## src/rtl/fb_sprite_writer.sv

```systemverilog
// Sprite blitter: copies a SPR_W x SPR_H sprite from an asynchronous ROM
// into a row-major framebuffer. It handles one pixel per cycle, skips
// transparent pixels, and clips pixels that fall off the screen edges.
module fb_sprite_writer #(
    parameter int FB_WIDTH    = 160,
    parameter int FB_HEIGHT   = 120,
    parameter int SPR_W       = 16,
    parameter int SPR_H       = 16,
    parameter int CIDXW       = 4,
    parameter int SPR_DEPTH   = 256,
    parameter int TRANSPARENT = 0,
    localparam int SPR_ADDRW  = $clog2(SPR_DEPTH),
    localparam int FB_ADDRW   = $clog2(FB_WIDTH * FB_HEIGHT),
    localparam int XW         = $clog2(FB_WIDTH),
    localparam int YW         = $clog2(FB_HEIGHT)
) (
    input  logic                 clk_i,
    input  logic                 rst_i,
    input  logic                 start_i,
    input  logic [XW-1:0]        x_i,
    input  logic [YW-1:0]        y_i,
    input  logic [SPR_ADDRW-1:0] spr_base_i,
    output logic                 busy_o,
    output logic                 done_o,
    output logic [SPR_ADDRW-1:0] rom_addr_o,
    input  logic [CIDXW-1:0]     rom_data_i,
    output logic                 fb_we_o,
    output logic [FB_ADDRW-1:0]  fb_addr_o,
    output logic [CIDXW-1:0]     fb_data_o
);

    // Counter widths are kept at least one bit wide so that 1-pixel sprites still elaborate.
    localparam int CW = (SPR_W > 1) ? $clog2(SPR_W) : 1;
    localparam int RW = (SPR_H > 1) ? $clog2(SPR_H) : 1;

    typedef enum logic [1:0] {IDLE, DRAW, DONE} state_t;

    state_t                 state_q, state_d;
    logic [XW-1:0]          x_q, x_d;
    logic [YW-1:0]          y_q, y_d;
    logic [SPR_ADDRW-1:0]   base_q, base_d;
    logic [CW-1:0]          col_q, col_d;
    logic [RW-1:0]          row_q, row_d;
    logic                   fb_we_q, fb_we_d;
    logic [FB_ADDRW-1:0]    fb_addr_q, fb_addr_d;
    logic [CIDXW-1:0]       fb_data_q, fb_data_d;

    // The extra bit on the screen coordinates lets an off-screen pixel be
    // clipped instead of wrapping back onto the screen.
    logic [XW:0]            xs;
    logic [YW:0]            ys;
    logic                   on_screen;

    assign xs        = (XW+1)'(x_q) + (XW+1)'(col_q);
    assign ys        = (YW+1)'(y_q) + (YW+1)'(row_q);
    assign on_screen = (xs < (XW+1)'(FB_WIDTH)) && (ys < (YW+1)'(FB_HEIGHT));

    // The ROM address wraps modulo 2^SPR_ADDRW. In IDLE and DONE the
    // counters are zero, so the address equals the latched base.
    assign rom_addr_o = base_q + SPR_ADDRW'(int'(row_q) * SPR_W + int'(col_q));
    assign busy_o     = (state_q != IDLE);
    assign done_o     = (state_q == DONE);
    assign fb_we_o    = fb_we_q;
    assign fb_addr_o  = fb_addr_q;
    assign fb_data_o  = fb_data_q;

    // State and datapath registers; reset clears everything.
    always_ff @(posedge clk_i) begin
        if (rst_i) begin
            state_q   <= IDLE;
            x_q       <= '0;
            y_q       <= '0;
            base_q    <= '0;
            col_q     <= '0;
            row_q     <= '0;
            fb_we_q   <= 1'b0;
            fb_addr_q <= '0;
            fb_data_q <= '0;
        end else begin
            state_q   <= state_d;
            x_q       <= x_d;
            y_q       <= y_d;
            base_q    <= base_d;
            col_q     <= col_d;
            row_q     <= row_d;
            fb_we_q   <= fb_we_d;
            fb_addr_q <= fb_addr_d;
            fb_data_q <= fb_data_d;
        end
    end

    // Next state: latch the draw on start, then scan the sprite row-major and register one write per cycle.
    always_comb begin
        state_d   = state_q;
        x_d       = x_q;
        y_d       = y_q;
        base_d    = base_q;
        col_d     = col_q;
        row_d     = row_q;
        fb_we_d   = 1'b0;
        fb_addr_d = fb_addr_q;
        fb_data_d = fb_data_q;
        case (state_q)
            IDLE: begin
                if (start_i) begin
                    x_d     = x_i;
                    y_d     = y_i;
                    base_d  = spr_base_i;
                    col_d   = '0;
                    row_d   = '0;
                    state_d = DRAW;
                end
            end
            DRAW: begin
                fb_addr_d = FB_ADDRW'(int'(ys) * FB_WIDTH + int'(xs));
                fb_data_d = rom_data_i;
                fb_we_d   = (rom_data_i != CIDXW'(TRANSPARENT)) && on_screen;
                if (col_q == CW'(SPR_W - 1)) begin
                    col_d = '0;
                    if (row_q == RW'(SPR_H - 1)) begin
                        row_d   = '0;
                        state_d = DONE;
                    end else begin
                        row_d = row_q + 1'b1;
                    end
                end else begin
                    col_d = col_q + 1'b1;
                end
            end
            DONE: state_d = IDLE;
            default: state_d = IDLE;
        endcase
    end

endmodule

```

## config.mk

```make
export PLATFORM = sky130hd
export DESIGN_NAME = fb_sprite_writer
export DESIGN_NICKNAME = d
export VERILOG_FILES = /design/src/rtl/fb_sprite_writer.sv
export SDC_FILE = /design/constraint.sdc
export NUM_CORES = 1
export LEC_CHECK = 0
export CAP_MARGIN = 20
export CORE_MARGIN = 2
export CORE_UTILIZATION = 42
export CTS_BUF_LIST = sky130_fd_sc_hd__clkbuf_4 sky130_fd_sc_hd__clkbuf_8 sky130_fd_sc_hd__clkbuf_16
export DETAILED_ROUTE_END_ITERATION = 8
export PLACE_DENSITY_LB_ADDON = 0.25
export SETUP_SLACK_MARGIN = 0.3
export SLEW_MARGIN = 20
export SYNTH_ARGS = -nofsm -noshare
export SYNTH_HDL_FRONTEND = slang
export SYNTH_SLANG_ARGS = --single-unit
export TNS_END_PERCENT = 20
```

## constraint.sdc

```tcl
create_clock -name clk_i -period 4.2 [get_ports clk_i]
set_input_delay 0.84 -clock clk_i [delete_from_list [all_inputs] [get_ports clk_i]]
set_output_delay 0.84 -clock clk_i [all_outputs]
set_load 0.02 [all_outputs]
```

==> results.sh <==
export IMPL_status="completed"
export IMPL_synth_nets=471
export IMPL_coreArea_um2=7650
export IMPL_die_height_um=92.5
export IMPL_insertion_delay_ps=310
export IMPL_grt_max_degree=54
export IMPL_worstMarginPinSlew_ps=975
export IMPL_cts_made_buffers=5
export IMPL_dp_hpwl_mm=4.97
export IMPL_dieArea_um2=8550
export IMPL_power_internal_mw=0.945
export IMPL_drt_initial_drc_count=48
export IMPL_nets=519
export IMPL_dr_pass1_iters=4
export IMPL_start_util_pct=43.0
export IMPL_gp_congestion=0.845
export IMPL_clockBufferDepth=2
export IMPL_cts_max_level=2
export IMPL_cts_setup_buffers=0
export IMPL_clock_fmax_mhz=270
export IMPL_fillers=726
export IMPL_rsz0062_at_grt="true"
export IMPL_cap_violations=0
export IMPL_hold_viol=0
export IMPL_drive_above_1_share_pct=6.83
export IMPL_cts_tree="done"
export IMPL_slowest_delay_ps=630
export IMPL_cts_sinks=53
export IMPL_multi_input_area_um2=2110
export IMPL_cts_hold_buffers_added=0
export IMPL_rr_endpoint="fb_addr_o[12]"
export IMPL_ff2ff_setup_slack_ps=500
export IMPL_viasPerCell=5.03
export IMPL_ys_flop_type="dfxtp_1"
export IMPL_fin_crit_ps=3710
export IMPL_wl_mm=6.61
export IMPL_clkSlewWorstSetupHoldPaths_ps=100
export IMPL_synth_seq_cells=53
export IMPL_postSynthCellCount=405
export IMPL_ant_nets=0
export IMPL_ys_seq_area_share_pct=32.3
export IMPL_slew_viol_final=0
export IMPL_regArea_um2=1060
export IMPL_rows=32
export IMPL_diodes=0
export IMPL_crit_family="buffers and inverters"
export IMPL_pwr_share_seq_pct=43.0
export IMPL_fin_crit_sh_pct=88.3
export IMPL_min_delay_path_depth=2
export IMPL_num_vias=2799
export IMPL_crit_type="reg2out"
export IMPL_crit_path_start_kind="flip-flop"
export IMPL_grtUsageTotal_pct=16.1
export IMPL_fin_ws_ps=492
export IMPL_die_x_um=92.5
export IMPL_irDropWorstVdd_mv=0.168
export IMPL_drc=0
export IMPL_antenna_found_initial=0
export IMPL_cp_slowest_cell="clkdlybuf4s50_1"
export IMPL_holdCritStartpoint="fb_addr_o[3]"
export IMPL_syn_cell_area_um2=3290
export IMPL_reg2regPathDepth=15
export IMPL_synth_warning_count=0
export IMPL_slew_headroom_pct=35.0
export IMPL_syn_to_final_growth_pct=24.4
export IMPL_grt_first_pass_wirelength_mm=11.4
export IMPL_async_flop_share_pct=0
export IMPL_cp_buffers_inverters=2
export IMPL_cts_root_buf="clkbuf_8"
export IMPL_p_sw_share_pct=29.5
export IMPL_p_clk_share_pct=30.3
export IMPL_overflow=0
export IMPL_timing_hold_ws_ps=455
export IMPL_critPathArrivalTime_ps=2870
export IMPL_r2r_start="row_q[0]"
export IMPL_synth_edff_count=0
export IMPL_grt_pass1_vias=2611
export IMPL_finalSetupViolations=0
export IMPL_fin_util_pct=53.5
export IMPL_crit_path_max_fanout=6
export IMPL_p_switching_mw=0.395
export IMPL_p_comb_share_pct=26.7
export IMPL_postSynthAreaPerCell_um2=8.12
export IMPL_worst_setup_path_end_kind="output port"
export IMPL_portBuffers=59
export IMPL_wl_per_cell_um=11.9
export IMPL_fin_setup_tns_ps=0
export IMPL_p_per_area_nw_per_um2=328
export IMPL_dp_slack_ps=415
export IMPL_finClkSkew_ps=4.76
export IMPL_hp_class="reg2reg"
export IMPL_leakage_nw=1.70
export IMPL_min_to="fb_addr_o[3]"
export IMPL_cp_cell_sequence="ha_1 > inv_1 > fa_1 > nor2b_1 > o21ai_0 > a21oi_1 > o21a_1 > nor2_1 > xnor2_1 > clkdlybuf4s50_1"
export IMPL_ys_types=54
export IMPL_io_pins=60
export IMPL_cp_required_ps=3360
[cell families (layout without fill, tap and decap cells)]
kind of cell / count (synthesis) / after routing / synth area share [%]
compound gates: 93 / 93 / 17.6
xor+xnor: 25 / 25 / 6.66
fa+ha+maj: 36 / 36 / 14.8
buf+inv: 36 / 85 / 4.45
flops: 53 / 53 / 32.3
mux: 1 / 1 / 0.304
simple gates: 161 / 161 / 23.9
[state kept, by name (all words and copies together) (netlist names), 2 cells and up]
| name | flops |
|---|---|
| row_q | 4 |
| fb_addr_o | 15 |
| fb_data_o | 4 |
| col_q | 4 |
| state_q | 2 |
| base_q | 8 |
| x_q | 8 |
| y_q | 7 |
[power by group through the flow]
stage               logic, mW  clock network (mW)  registers (mW)
floorplan               0.212                   0           0.604
global placement        0.354                   0           0.587
detailed placement      0.355                   0           0.588
CTS                     0.358               0.418           0.576
global route            0.399               0.433           0.584
finish                  0.358               0.406           0.576
[placed cells by master (no fill, tap or decap), types with 2 or more instances in the layout]
cell	instances
nand2_1	73
clkdlybuf4s50_1	58
dfxtp_1	53
a21oi_1	47
nor2_1	39
ha_1	31
inv_1	18
o21ai_0	14
xnor2_1	13
xor2_1	11
a211oi_1	9
a21o_1	6
nand2b_1	6
clkbuf_8	5
nor2b_1	4
nand3_1	4
fa_1	4
and2_1	3
nor2b_4	3
nor3_1	3
or2_2	2
and3_2	2
and3_1	2
a31oi_1	2
nor4_1	2
a311oi_1	2
or4_1	2
nand3b_1	2
or3_1	2
bufinv_16	2
[cells in the mapped netlist (all sizes together) (3+ instances only)]
cell type,n,area (um^2)
nand2,73,274
or4,3,26.3
a21oi,48,244
xor2,11,96.3
a211oi,10,87.6
nor2,40,150
and2,4,26.3
inv,18,67.6
clkbuf,18,78.8
dfxtp,53,1060
xnor2,14,123
fa,5,100
nand2b,7,46.3
o21ai,15,78.8
a21o,6,45.0
nand3,4,20.0
and3,4,27.5
nor3,3,15.0
nor2b,7,58.8
ha,31,388
a311oi,3,26.3
[through the flow]
step / std cells / cell area, um^2 / total power, mW
floorplan: 405 / 3290 / 0.816
global placement: 548 / 3930 / 0.941
detailed placement: 548 / 3930 / 0.943
CTS: 556 / 4060 / 1.35
global route: 556 / 4090 / 1.42
finish: 556 / 4090 / 1.34
[layer usage]
metal  global-route usage (%)  share of wire, %  vias to the layer above
met5                        0                 0                        -
met4                     4.48              0.82                        0
met3                     3.09               4.0                        4
met2                     27.3                47                       53
met1                     21.0                48                     1264
li1                         -                 -                     1478
[worst min-delay path: stages, from the launching register on]
cell	delay [ps]
dfxtp_1	320
nand2_1	50
a21oi_1	50
[timing repair]
item                                    CTS  global route
hold endpoints to repair                  0             0
gates resized for setup                   0             5
endpoints found under the setup margin    0             3
[worst max path at each step]
| stage | start | end | slack, ps | depth (start not counted) |
|---|---|---|---|---|
| 2_1_floorplan | row_q[0] | fb_addr_o[12] | 700 | 15 |
| 4_1_cts | row_q[0] | fb_addr_o[12] | 400 | 15 |
| 3_3_place_gp | row_q[0] | fb_addr_o[12] | 550 | 15 |
| 3_5_place_dp | row_q[0] | fb_addr_o[12] | 410 | 15 |
| 5_1_grt | row_q[0] | fb_addr_o[12] | 280 | 15 |
| 6_report | col_q[0] | rom_addr_o[6] | 490 | 10 |
[layout make-up]
cell class | instances | area share [%]
clock inverters | 3 | 1.59
flip-flops and latches | 53 | 25.9
clock buffers | 5 | 1.68
repair buffers | 59 | 14.3
inverters | 18 | 1.65
well taps | 102 | 3.12
multi-input cells | 316 | 51.7
Power figures use the tool's default switching activity.
